[src/rtl/rfdp_rd_stream_if.sv]
`default_nettype none
// ============================================================================
//  Module   : rfdp_rd_stream_if
//  Purpose  : Bundle of command, RAM read-port and stream signals used by
//             rfdp_rd_stream. The master side is the block itself; the slave
//             side is the surrounding logic (command source, RAM, consumer).
//  Revision : 1.0  initial release
// ============================================================================
interface rfdp_rd_stream_if #(
   parameter int DEPTH = 8192,
   parameter int WIDTH = 64
);
   localparam int AW = $clog2(DEPTH);

   // command channel
   logic             cmd_valid;
   logic             cmd_ready;
   logic [AW-1:0]    cmd_addr;
   logic [AW:0]      cmd_len;
   logic             cmd_err;

   // RAM read port (port A)
   logic             CENA;
   logic [AW-1:0]    AA;
   logic [WIDTH-1:0] QA;

   // output stream and status
   logic             m_valid;
   logic             m_ready;
   logic [WIDTH-1:0] m_data;
   logic             m_last;
   logic             busy;
   logic             done;

   modport master (
      input  cmd_valid, cmd_addr, cmd_len, QA, m_ready,
      output cmd_ready, cmd_err, CENA, AA, m_valid, m_data, m_last, busy, done
   );

   modport slave (
      output cmd_valid, cmd_addr, cmd_len, QA, m_ready,
      input  cmd_ready, cmd_err, CENA, AA, m_valid, m_data, m_last, busy, done
   );
endinterface
`default_nettype wire

[src/rtl/rfdp_rd_stream.sv]
`default_nettype none
// ============================================================================
//  Module   : rfdp_rd_stream
//  Purpose  : Turns a {start address, length} command into a burst of reads
//             on a one-cycle-latency RAM port and streams the returned words
//             out through a valid/ready interface. A 2-entry FIFO plus a
//             credit check keeps reads from ever outrunning the consumer.
//  Revision : 1.0  initial release
// ============================================================================
module rfdp_rd_stream #(
   parameter int DEPTH = 8192,
   parameter int WIDTH = 64
) (
   input  logic             clk,
   input  logic             rstn,
   rfdp_rd_stream_if.master bus
);
   localparam int AW  = $clog2(DEPTH);
   localparam int AW1 = AW + 1;

   localparam logic [1:0]    c_IDLE      = 2'd0;
   localparam logic [1:0]    c_READ      = 2'd1;
   localparam logic [1:0]    c_DRAIN     = 2'd2;
   localparam logic [AW:0]   c_DEPTH     = AW1'(DEPTH);
   localparam logic [AW:0]   c_LEN_ONE   = AW1'(1);
   localparam logic [AW-1:0] c_ADDR_ONE  = AW'(1);
   localparam logic [AW-1:0] c_LAST_ADDR = AW'(DEPTH - 1);

   logic [1:0]       r_state;
   logic [1:0]       w_state_nxt;
   logic [AW-1:0]    r_addr;        // next address to read
   logic [AW-1:0]    r_aa_hold;     // last address driven, shown while idle
   logic [AW:0]      r_len;
   logic [AW:0]      r_issued;
   logic [AW:0]      r_popped;
   logic             r_inflight;    // a read was issued last cycle
   logic [WIDTH-1:0] r_fifo [2];
   logic             r_wp;
   logic             r_rp;
   logic [1:0]       r_cnt;
   logic             r_err;
   logic             r_done;

   logic             w_cmd_fire;
   logic             w_cmd_bad;
   logic             w_cmd_zero;
   logic             w_cmd_ok;
   logic             w_issue;
   logic             w_push;
   logic             w_pop;
   logic             w_last;
   logic [2:0]       w_occ;
   logic [AW-1:0]    w_addr_inc;

   // command decode: range violations take priority over a zero length
   assign w_cmd_fire = bus.cmd_valid && (r_state == c_IDLE);
   assign w_cmd_bad  = ({1'b0, bus.cmd_addr} >= c_DEPTH) || (bus.cmd_len > c_DEPTH);
   assign w_cmd_zero = !w_cmd_bad && (bus.cmd_len == '0);
   assign w_cmd_ok   = w_cmd_fire && !w_cmd_bad && !w_cmd_zero;

   // FIFO traffic: the RAM answers exactly one cycle after each issued read
   assign w_push = r_inflight;
   assign w_pop  = (r_cnt != 2'd0) && bus.m_ready;
   assign w_last = (r_cnt != 2'd0) && (r_popped == (r_len - c_LEN_ONE));

   // slots committed after this cycle's pop, before any new issue
   assign w_occ = {1'b0, r_cnt} + {2'b00, r_inflight} - {2'b00, w_pop};

   assign w_addr_inc = (r_addr == c_LAST_ADDR) ? '0 : (r_addr + c_ADDR_ONE);

   // state register
   always_ff @(posedge clk) begin
      if (!rstn) begin
         r_state <= c_IDLE;
      end else begin
         r_state <= w_state_nxt;
      end
   end

   // next-state logic
   always_comb begin
      w_state_nxt = r_state;
      case (r_state)
         c_IDLE: begin
            if (w_cmd_ok) begin
               w_state_nxt = c_READ;
            end
         end
         c_READ: begin
            if (w_issue && ((r_issued + c_LEN_ONE) == r_len)) begin
               w_state_nxt = c_DRAIN;
            end
         end
         c_DRAIN: begin
            if (w_pop && w_last) begin
               w_state_nxt = c_IDLE;
            end
         end
         default: w_state_nxt = c_IDLE;
      endcase
   end

   // output logic: issue a read only with words left and a free FIFO slot
   always_comb begin
      w_issue = 1'b0;
      if ((r_state == c_READ) && (r_issued < r_len) && (w_occ < 3'd2)) begin
         w_issue = 1'b1;
      end
   end

   assign bus.cmd_ready = (r_state == c_IDLE);
   assign bus.busy      = (r_state != c_IDLE);
   assign bus.CENA      = !w_issue;
   assign bus.AA        = w_issue ? r_addr : r_aa_hold;
   assign bus.cmd_err   = r_err;
   assign bus.done      = r_done;
   assign bus.m_valid   = (r_cnt != 2'd0);
   assign bus.m_data    = r_fifo[r_rp];
   assign bus.m_last    = w_last;

   // burst bookkeeping: address, length and issue/pop counters
   always_ff @(posedge clk) begin
      if (!rstn) begin
         r_addr     <= '0;
         r_aa_hold  <= '0;
         r_len      <= '0;
         r_issued   <= '0;
         r_popped   <= '0;
         r_inflight <= 1'b0;
      end else begin
         r_inflight <= w_issue;
         if (w_cmd_ok) begin
            r_addr   <= bus.cmd_addr;
            r_len    <= bus.cmd_len;
            r_issued <= '0;
            r_popped <= '0;
         end else begin
            if (w_issue) begin
               r_addr    <= w_addr_inc;
               r_aa_hold <= r_addr;
               r_issued  <= r_issued + c_LEN_ONE;
            end
            if (w_pop) begin
               r_popped <= r_popped + c_LEN_ONE;
            end
         end
      end
   end

   // two-entry output FIFO fed from the RAM data bus
   always_ff @(posedge clk) begin
      if (!rstn) begin
         r_fifo[0] <= '0;
         r_fifo[1] <= '0;
         r_wp      <= 1'b0;
         r_rp      <= 1'b0;
         r_cnt     <= 2'd0;
      end else begin
         if (w_push) begin
            r_fifo[r_wp] <= bus.QA;
            r_wp         <= ~r_wp;
         end
         if (w_pop) begin
            r_rp <= ~r_rp;
         end
         r_cnt <= r_cnt + {1'b0, w_push} - {1'b0, w_pop};
      end
   end

   // one-cycle status pulses for rejected commands and finished bursts
   always_ff @(posedge clk) begin
      if (!rstn) begin
         r_err  <= 1'b0;
         r_done <= 1'b0;
      end else begin
         r_err  <= w_cmd_fire && w_cmd_bad;
         r_done <= (w_cmd_fire && w_cmd_zero) ||
                   ((r_state == c_DRAIN) && w_pop && w_last);
      end
   end
endmodule
`default_nettype wire
[src/flat_wrapper.sv]
// flat-port wrapper written by rule: the top's interface ports become plain ports
module rfdp_rd_stream_flat 
#(
   parameter int DEPTH = 8192,
   parameter int WIDTH = 64
)
  (clk, rstn, bus_cmd_valid, bus_cmd_addr, bus_cmd_len, bus_QA, bus_m_ready, bus_cmd_ready, bus_cmd_err, bus_CENA, bus_AA, bus_m_valid, bus_m_data, bus_m_last, bus_busy, bus_done);
  rfdp_rd_stream_if #(.DEPTH(DEPTH), .WIDTH(WIDTH)) bus_i ();
  input  logic clk;
  input  logic rstn;
  input wire logic [$bits(bus_i.cmd_valid)-1:0] bus_cmd_valid;
  input wire logic [$bits(bus_i.cmd_addr)-1:0] bus_cmd_addr;
  input wire logic [$bits(bus_i.cmd_len)-1:0] bus_cmd_len;
  input wire logic [$bits(bus_i.QA)-1:0] bus_QA;
  input wire logic [$bits(bus_i.m_ready)-1:0] bus_m_ready;
  output wire logic [$bits(bus_i.cmd_ready)-1:0] bus_cmd_ready;
  output wire logic [$bits(bus_i.cmd_err)-1:0] bus_cmd_err;
  output wire logic [$bits(bus_i.CENA)-1:0] bus_CENA;
  output wire logic [$bits(bus_i.AA)-1:0] bus_AA;
  output wire logic [$bits(bus_i.m_valid)-1:0] bus_m_valid;
  output wire logic [$bits(bus_i.m_data)-1:0] bus_m_data;
  output wire logic [$bits(bus_i.m_last)-1:0] bus_m_last;
  output wire logic [$bits(bus_i.busy)-1:0] bus_busy;
  output wire logic [$bits(bus_i.done)-1:0] bus_done;
  assign bus_i.cmd_valid = bus_cmd_valid;
  assign bus_i.cmd_addr = bus_cmd_addr;
  assign bus_i.cmd_len = bus_cmd_len;
  assign bus_i.QA = bus_QA;
  assign bus_i.m_ready = bus_m_ready;
  assign bus_cmd_ready = bus_i.cmd_ready;
  assign bus_cmd_err = bus_i.cmd_err;
  assign bus_CENA = bus_i.CENA;
  assign bus_AA = bus_i.AA;
  assign bus_m_valid = bus_i.m_valid;
  assign bus_m_data = bus_i.m_data;
  assign bus_m_last = bus_i.m_last;
  assign bus_busy = bus_i.busy;
  assign bus_done = bus_i.done;
  rfdp_rd_stream #(.DEPTH(DEPTH), .WIDTH(WIDTH)) u_core (.clk(clk), .rstn(rstn), .bus(bus_i));
endmodule
[config.mk]
export PLATFORM = sky130hd
export DESIGN_NAME = rfdp_rd_stream_flat
export DESIGN_NICKNAME = d
export VERILOG_FILES = /design/src/rtl/rfdp_rd_stream_if.sv /design/src/rtl/rfdp_rd_stream.sv /design/src/flat_wrapper.sv
export SDC_FILE = /design/constraint.sdc
export NUM_CORES = 1
export LEC_CHECK = 0
export ABC_AREA = 1
export BUFFER_PORTS_ARGS = -buffer_cell sky130_fd_sc_hd__buf_2
export CAP_MARGIN = 15
export CELL_PAD_IN_SITES_DETAIL_PLACEMENT = 0
export CELL_PAD_IN_SITES_GLOBAL_PLACEMENT = 1
export CORE_MARGIN = 2
export CORE_UTILIZATION = 24
export DETAILED_ROUTE_END_ITERATION = 8
export PLACE_DENSITY_LB_ADDON = 0.2
export RECOVER_POWER = 50
export REMOVE_ABC_BUFFERS = 1
export SLEW_MARGIN = 40
export SYNTH_ARGS = -nofsm -noshare
export SYNTH_HDL_FRONTEND = slang
export SYNTH_SLANG_ARGS = --single-unit
[constraint.sdc]
create_clock -name clk -period 4.75 [get_ports clk]
set_clock_uncertainty 0.15 [all_clocks]
set_input_delay 0.2375 -clock clk [delete_from_list [all_inputs] [get_ports clk]]
set_output_delay 0.2375 -clock clk [all_outputs]
set_load 0.01 [all_outputs]
After elaboration in Yosys (flattened, before gate mapping)

Memories as Yosys holds them, arrays and structs flattened. A register that Yosys moved wholly into a read port is not among the register bits.
Cells that the tools add are included.

Register bits after elaboration: 77
Memory bits (writable): 128
Bits of input ports: 95
Output and inout port bits: 84
Logic and storage cells: 79
Memories kept: 1

Add/subtract/negate cells: 8
Magnitude comparators: 3
Equal/unequal tests: 8
Muxes and demuxes: 18
Bitwise operators: 3
Reductions and logical operators: 26

Memory list:

| memory        | words | width | rd ports | clocked after memory_dff | wr ports | line                 | RTL |
|---|---|---|---|---|---|---|---|
| u_core.r_fifo | 2     | 64    | 1        | 1                        | 2        | rfdp_rd_stream.sv:37 | `logic [WIDTH-1:0] r_fifo [2];` |

Operator list:

| kind                  | count |
|---|---|
| $mux 64               | 1 |
| $reduce_or 64->1      | 1 |
| $mux 13               | 4 |
| $add 14x1->14 const B | 2 |
| $eq 14x14->1          | 2 |
| $gt 14x14->1 const B  | 1 |
| $logic_and 1x1->1     | 14 |
| $logic_not 14->1      | 1 |
| $lt 14x14->1          | 1 |
| $sub 14x1->14 const B | 1 |
| $add 13x1->13 const B | 1 |
| $eq 13x13->1 const B  | 1 |
| $mux 1                | 9 |
| $mux 2                | 3 |
| $ne 2x1->1 const B    | 3 |
| $pmux 2 s3            | 1 |
| $reduce_bool 2->1     | 3 |
| $add 2x1->3           | 1 |
| $logic_not 1->1       | 3 |
| $lt 3x2->1 const B    | 1 |
| $not 1->1             | 3 |
| $reduce_and 3->1      | 1 |
| $sub 3x1->3           | 1 |
| $add 2x1->2           | 1 |
| other kinds (6)       | 6 |

Longest topological paths before layout

Depth after elaboration: 9
Depth in mapped cells: 16
Mapped depth without buffers: 15

Least setup slack after synthesis

OpenSTA, ideal clock, no wires.

Kind: reg-to-output
Start: reg u_core.r_cnt[1]
End: out bus_AA[0]
Data arrival time: 2898 ps
Data required time: 4363 ps
Path slack: 1465 ps
Stages on the path, launching flop included: 15
Buffers on the path: 1
Cells stage by stage: dfxtp_1 or2_2 nand2_4 clkinv_1 ha_1 inv_1 ha_1 fa_1 nor3_1 nand4_2 inv_2 buf_2 nand2_1 o21ai_0 inv_1

Cells in the longest elaborated chain, start to end: 7
Elaborated cells between the ends (all ways): 8
Classes of those cells: add/sub: 2; order compare: 1; mux: 2; reduce/logical: 3

RTL lines:

| what                   | line                  | RTL |
|---|---|---|
| from (decl)            | rfdp_rd_stream.sv:40  | `logic [1:0] r_cnt;` |
| from (signal assigned) | rfdp_rd_stream.sv:166 | `r_cnt <= r_cnt + {1'b0, w_push} - {1'b0, w_pop};` |
| $reduce_bool 2->1      | n/a                   |  |
| net bus_m_valid        | flat_wrapper.sv:20    | `output wire logic [$bits(bus_i.m_valid)-1:0] bus_m_valid;` |
| $logic_and 1x1->1      | rfdp_rd_stream.sv:63  | `assign w_pop = (r_cnt != 2'd0) && bus.m_ready;` |
| net u_core.w_pop       | rfdp_rd_stream.sv:50  | `logic w_pop;` |
| $sub 3x1->3            | rfdp_rd_stream.sv:67  | `assign w_occ = {1'b0, r_cnt} + {2'b00, r_inflight} - {2'b00, w_pop};` |
| net u_core.w_occ[1]    | rfdp_rd_stream.sv:52  | `logic [2:0] w_occ;` |
| $lt 3x2->1             | rfdp_rd_stream.sv:106 | `if ((r_state == c_READ) && (r_issued < r_len) && (w_occ < 3'd2)) begin` |
| $logic_and 1x1->1      | rfdp_rd_stream.sv:106 |  |
| $mux 1                 | rfdp_rd_stream.sv:106 |  |
| $mux 13                | rfdp_rd_stream.sv:114 | `assign bus.AA = w_issue ? r_addr : r_aa_hold;` |
| to (decl)              | flat_wrapper.sv:19    | `output wire logic [$bits(bus_i.AA)-1:0] bus_AA;` |

The timed path passes the listed nets, and every way through them passes these cells.

Worst setup path after layout

Start: reg u_core.r_cnt[1]
End: out bus_AA[12]

Cells in the longest elaborated chain, start to end: 7
Elaborated cells between the ends (all ways): 8
Classes of those cells: add/sub: 2; order compare: 1; mux: 2; reduce/logical: 3

RTL lines:

| what                | line |
|---|---|
| $reduce_bool 2->1   | rfdp_rd_stream.sv:63 |
| $logic_and 1x1->1   | rfdp_rd_stream.sv:63 |
| net u_core.w_pop    | rfdp_rd_stream.sv:50 |
| $sub 3x1->3         | rfdp_rd_stream.sv:67 |
| net u_core.w_occ[1] | rfdp_rd_stream.sv:52 |
| $lt 3x2->1          | rfdp_rd_stream.sv:106 |
| $logic_and 1x1->1   | rfdp_rd_stream.sv:106 |
| $mux 1              | rfdp_rd_stream.sv:106 |
| $mux 13             | rfdp_rd_stream.sv:114 |

The timed path passes the listed nets, and every way through them passes these cells.

==> impl_metrics.json <==
{
  "clk_latency_ns": 0.56,
  "drv_slew": 166,
  "synth_cells": 1178,
  "place.gp.congestion": 0.778,
  "p_sw_mw": 1.68,
  "totalWireLength_um": 30700,
  "worstPathRequired_ns": 4.36,
  "endpoint": "bus_AA[12]",
  "gr-usage-all-layers_pct": 13.6,
  "start_util_pct": 24.2,
  "p_sw_share_pct": 30.6,
  "firstDrtPassIters": 5,
  "utilization_pct": 31.9,
  "rsz0062_at_grt": "no",
  "antennaDiodeCount": 0,
  "cp-startpoint": "u_core.r_cnt[1]$_SDFF_PN0_",
  "drive_above_1_share_pct": 21.6,
  "yosysWarningCount": 0,
  "crit_fanout": 19,
  "cts_sinks": 206,
  "vias_per_cell": 4.18,
  "die_area_um2": 44900,
  "regToRegSetupSlack_ns": 1.02,
  "violations": "max-capacitance violations, max-slew violations",
  "drv_cap": 3,
  "cts_buffers": 27,
  "hp-class": "flip-flop to flip-flop",
  "drcViolationCount": 0,
  "r2r_cells": 5,
  "root_buffer": "clkbuf_16",
  "synth_enable_flop_cells": 128,
  "tightest_slew_ns": 3.61,
  "finalHoldViolations": 0,
  "die_h_um": 212,
  "grt_max_degree": 66,
  "final.setup.tns_ns": 0,
  "period_needed_ns": 4.16,
  "rr_startpoint": "u_core.r_inflight$_SDFF_PN0_",
  "routed-via-count": 8597,
  "final_area_um2": 13700,
  "dieWidth_um": 212,
  "r2r-end": "u_core.r_fifo[0][2]$_SDFFCE_PN0P_",
  "ys_seq_area_share_pct": 52.1,
  "io_buffers": 178,
  "end_kind": "primary output",
  "p_leak_nw": 6.11,
  "ant_nets": 0,
  "post-place-ws_ns": 1.13,
  "wire_per_inst_um": 14.9,
  "drtIter0Drc": 340,
  "placed_area_um2": 11900,
  "critical_path.startpoint_type": "flip-flop",
  "syn_area_um2": 10400,
  "path_class": "flip-flop to primary output",
  "worstPathArrival_ns": 3.77,
  "grt.overflow.total": 0,
  "grt_pass1_wl_um": 47500,
  "rows": 76,
  "comb_power_share_pct": 24.1,
  "clock_power_share_pct": 36.6,
  "synth_cell_types": 47,
  "powerDensity_nw_per_um2": 401,
  "ys_seq_elements": 206,
  "max_slew_margin_pct": -141,
  "cts_tree": "yes",
  "ir_worst_vdd_v": 0.000280,
  "async_flop_share_pct": 0,
  "hold_start": "u_core.r_rp$_SDFFE_PN0P_",
  "period_share_pct": 87.5,
  "seq_power_share_pct": 39.2,
  "areaGrowthSynthToFinish_pct": 31.9,
  "fmax_mhz": 241,
  "num-nets-final": 1567,
  "syn_avg_cell_area_um2": 8.80,
  "clk_path_buf_depth": 3,
  "ioPinCount": 179,
  "outcome": "complete, but fails checks",
  "first_global_vias": 8683,
  "antenna_found_initial": 0,
  "place_hpwl_um": 20600,
  "coreArea_um2": 42900,
  "htreeDepth": 1,
  "post_cts_buffers": 0,
  "setup_ws_ns": 0.595,
  "ys.flop_type": "edfxtp_1",
  "final-setup-viol-count": 0,
  "intPower_mw": 3.81,
  "clkTransAtPathRegs_ns": 0.06
}
-- worst max-delay path, stage by stage, from the launching register on --
cell,delay (ns)
dfxtp_1,0.32
or2_2,0.34
nand2_4,0.12
clkinv_1,0.20
ha_1,0.33
inv_1,0.04
ha_1,0.18
fa_1,0.46
nor3_1,0.26
nand4_2,0.15
inv_2,0.32
or2_2,0.17
o21ai_0,0.11
inv_1,0.07
buf_2,0.12
-- power by group through the flow --
stage          Clock, mW  Combinational [mW]  Sequential, mW
2_1_floorplan          0               0.787            2.19
3_3_place_gp           0                1.28            2.19
3_5_place_dp           0                1.29            2.19
4_1_cts             2.08                1.36            2.15
5_1_grt             2.15                1.50            2.17
6_report            2.01                1.32            2.15
-- how the worst min path moves through the flow --
stage / slack [ns] / end / cells past startpoint
floorplan: 0.18 / u_core.r_cnt[0]$_SDFF_PN0_ / 2
global placement: 0.29 / flip-flop / 1
detailed placement: 0.29 / flip-flop / 1
CTS: 0.29 / flip-flop / 1
global route: 0.33 / flip-flop / 1
finish: 0.30 / flip-flop / 1
-- layer usage --
metal	share of wire, %	wire length, um	vias up	GRT usage [%]
li1	-	-	4390	-
met1	47	14300	3995	17.4
met2	47	14300	177	23.6
met3	5.1	1570	35	2.76
met4	1.8	544	0	2.94
met5	0	0	-	0
-- through the flow --
step           hold slack [ns]  power [mW]  cells
6_report                 0.302        5.49   2055
5_1_grt                  0.333        5.82   2055
4_1_cts                  0.287        5.60   2055
3_5_place_dp             0.289        3.48   1911
3_3_place_gp             0.289        3.47   1911
2_1_floorplan            0.181        2.98   1139
-- flip-flops by register name (all words and copies together) (netlist names), named ones only --
register / count
u_core.r_fifo: 128
u_core.r_issued: 14
u_core.r_len: 14
u_core.r_popped: 14
u_core.r_aa_hold: 13
u_core.r_addr: 13
u_core.r_cnt: 2
u_core.r_state: 2
u_core.bus.cmd_err: 1
u_core.bus.done: 1
u_core.r_inflight: 1
u_core.r_rp: 1
u_core.r_wp: 1
-- timing repair --
action,4_1_cts,5_1_grt
hold endpoints to repair,162,0
resized for setup,0,0
hold buffers,96,0
-- final cells by class --
type,count,area [um2]
Clock buffer,39,751
Clock inverter,9,108
Fill cell,4590,29200
Inverter,160,601
Multi-Input combinational cell,773,4160
Sequential cell,206,5410
Tap cell,585,732
Timing Repair Buffer,283,1910
-- placed cells by master (no fill, tap or decap), drive strengths merged, types with 7 or more instances in the layout --
| cell type | instances |
|---|---|
| mux2 | 64 |
| nand3 | 60 |
| clkinv | 7 |
| dfxtp | 78 |
| xor2 | 16 |
| inv | 160 |
| o21ai | 54 |
| edfxtp | 128 |
| nand2 | 214 |
| nor2 | 216 |
| or2 | 15 |
| ha | 20 |
| nor3 | 13 |
| clkbuf | 49 |
| buf | 177 |
| nand3b | 8 |
| nand4 | 11 |
| a21oi | 64 |
| dlygate4sd3 | 96 |
-- cell families (layout without fill, tap and decap cells) --
kind of cell             after synthesis  count (layout)  share of synthesized area [%]
flip-flops                           206             206                           52.1
multiplexers                          64              64                           6.95
AO/OA/AOI/OAI                        124             124                           6.25
AND/OR/NAND/NOR                      545             545                           22.8
adder cells (fa/ha/maj)               21              21                           2.61
XOR/XNOR                              19              19                           1.61
buffers and inverters                199             491                           7.69
-- cells in the mapped netlist (3+ instances only) --
master,count,area [um2]
nand2_1,209,785
nor2_1,207,777
inv_1,155,582
edfxtp_1,128,3840
dfxtp_1,78,1560
mux2_2,64,721
a21oi_1,62,310
nand3_1,58,290
o21ai_0,38,190
clkbuf_1,27,101
ha_1,20,250
o21ai_1,16,80.1
xor2_1,16,140
nor3_1,11,55.1
nand4_1,10,62.6
nand3b_1,8,60.1
or2_2,8,50.1
nor2_2,7,43.8
buf_6,5,56.3
or2_0,5,31.3
buf_2,4,20.0
inv_2,4,15.0
nand2_4,3,33.8
xnor2_1,3,26.3
(Power assumes the default switching activity.)
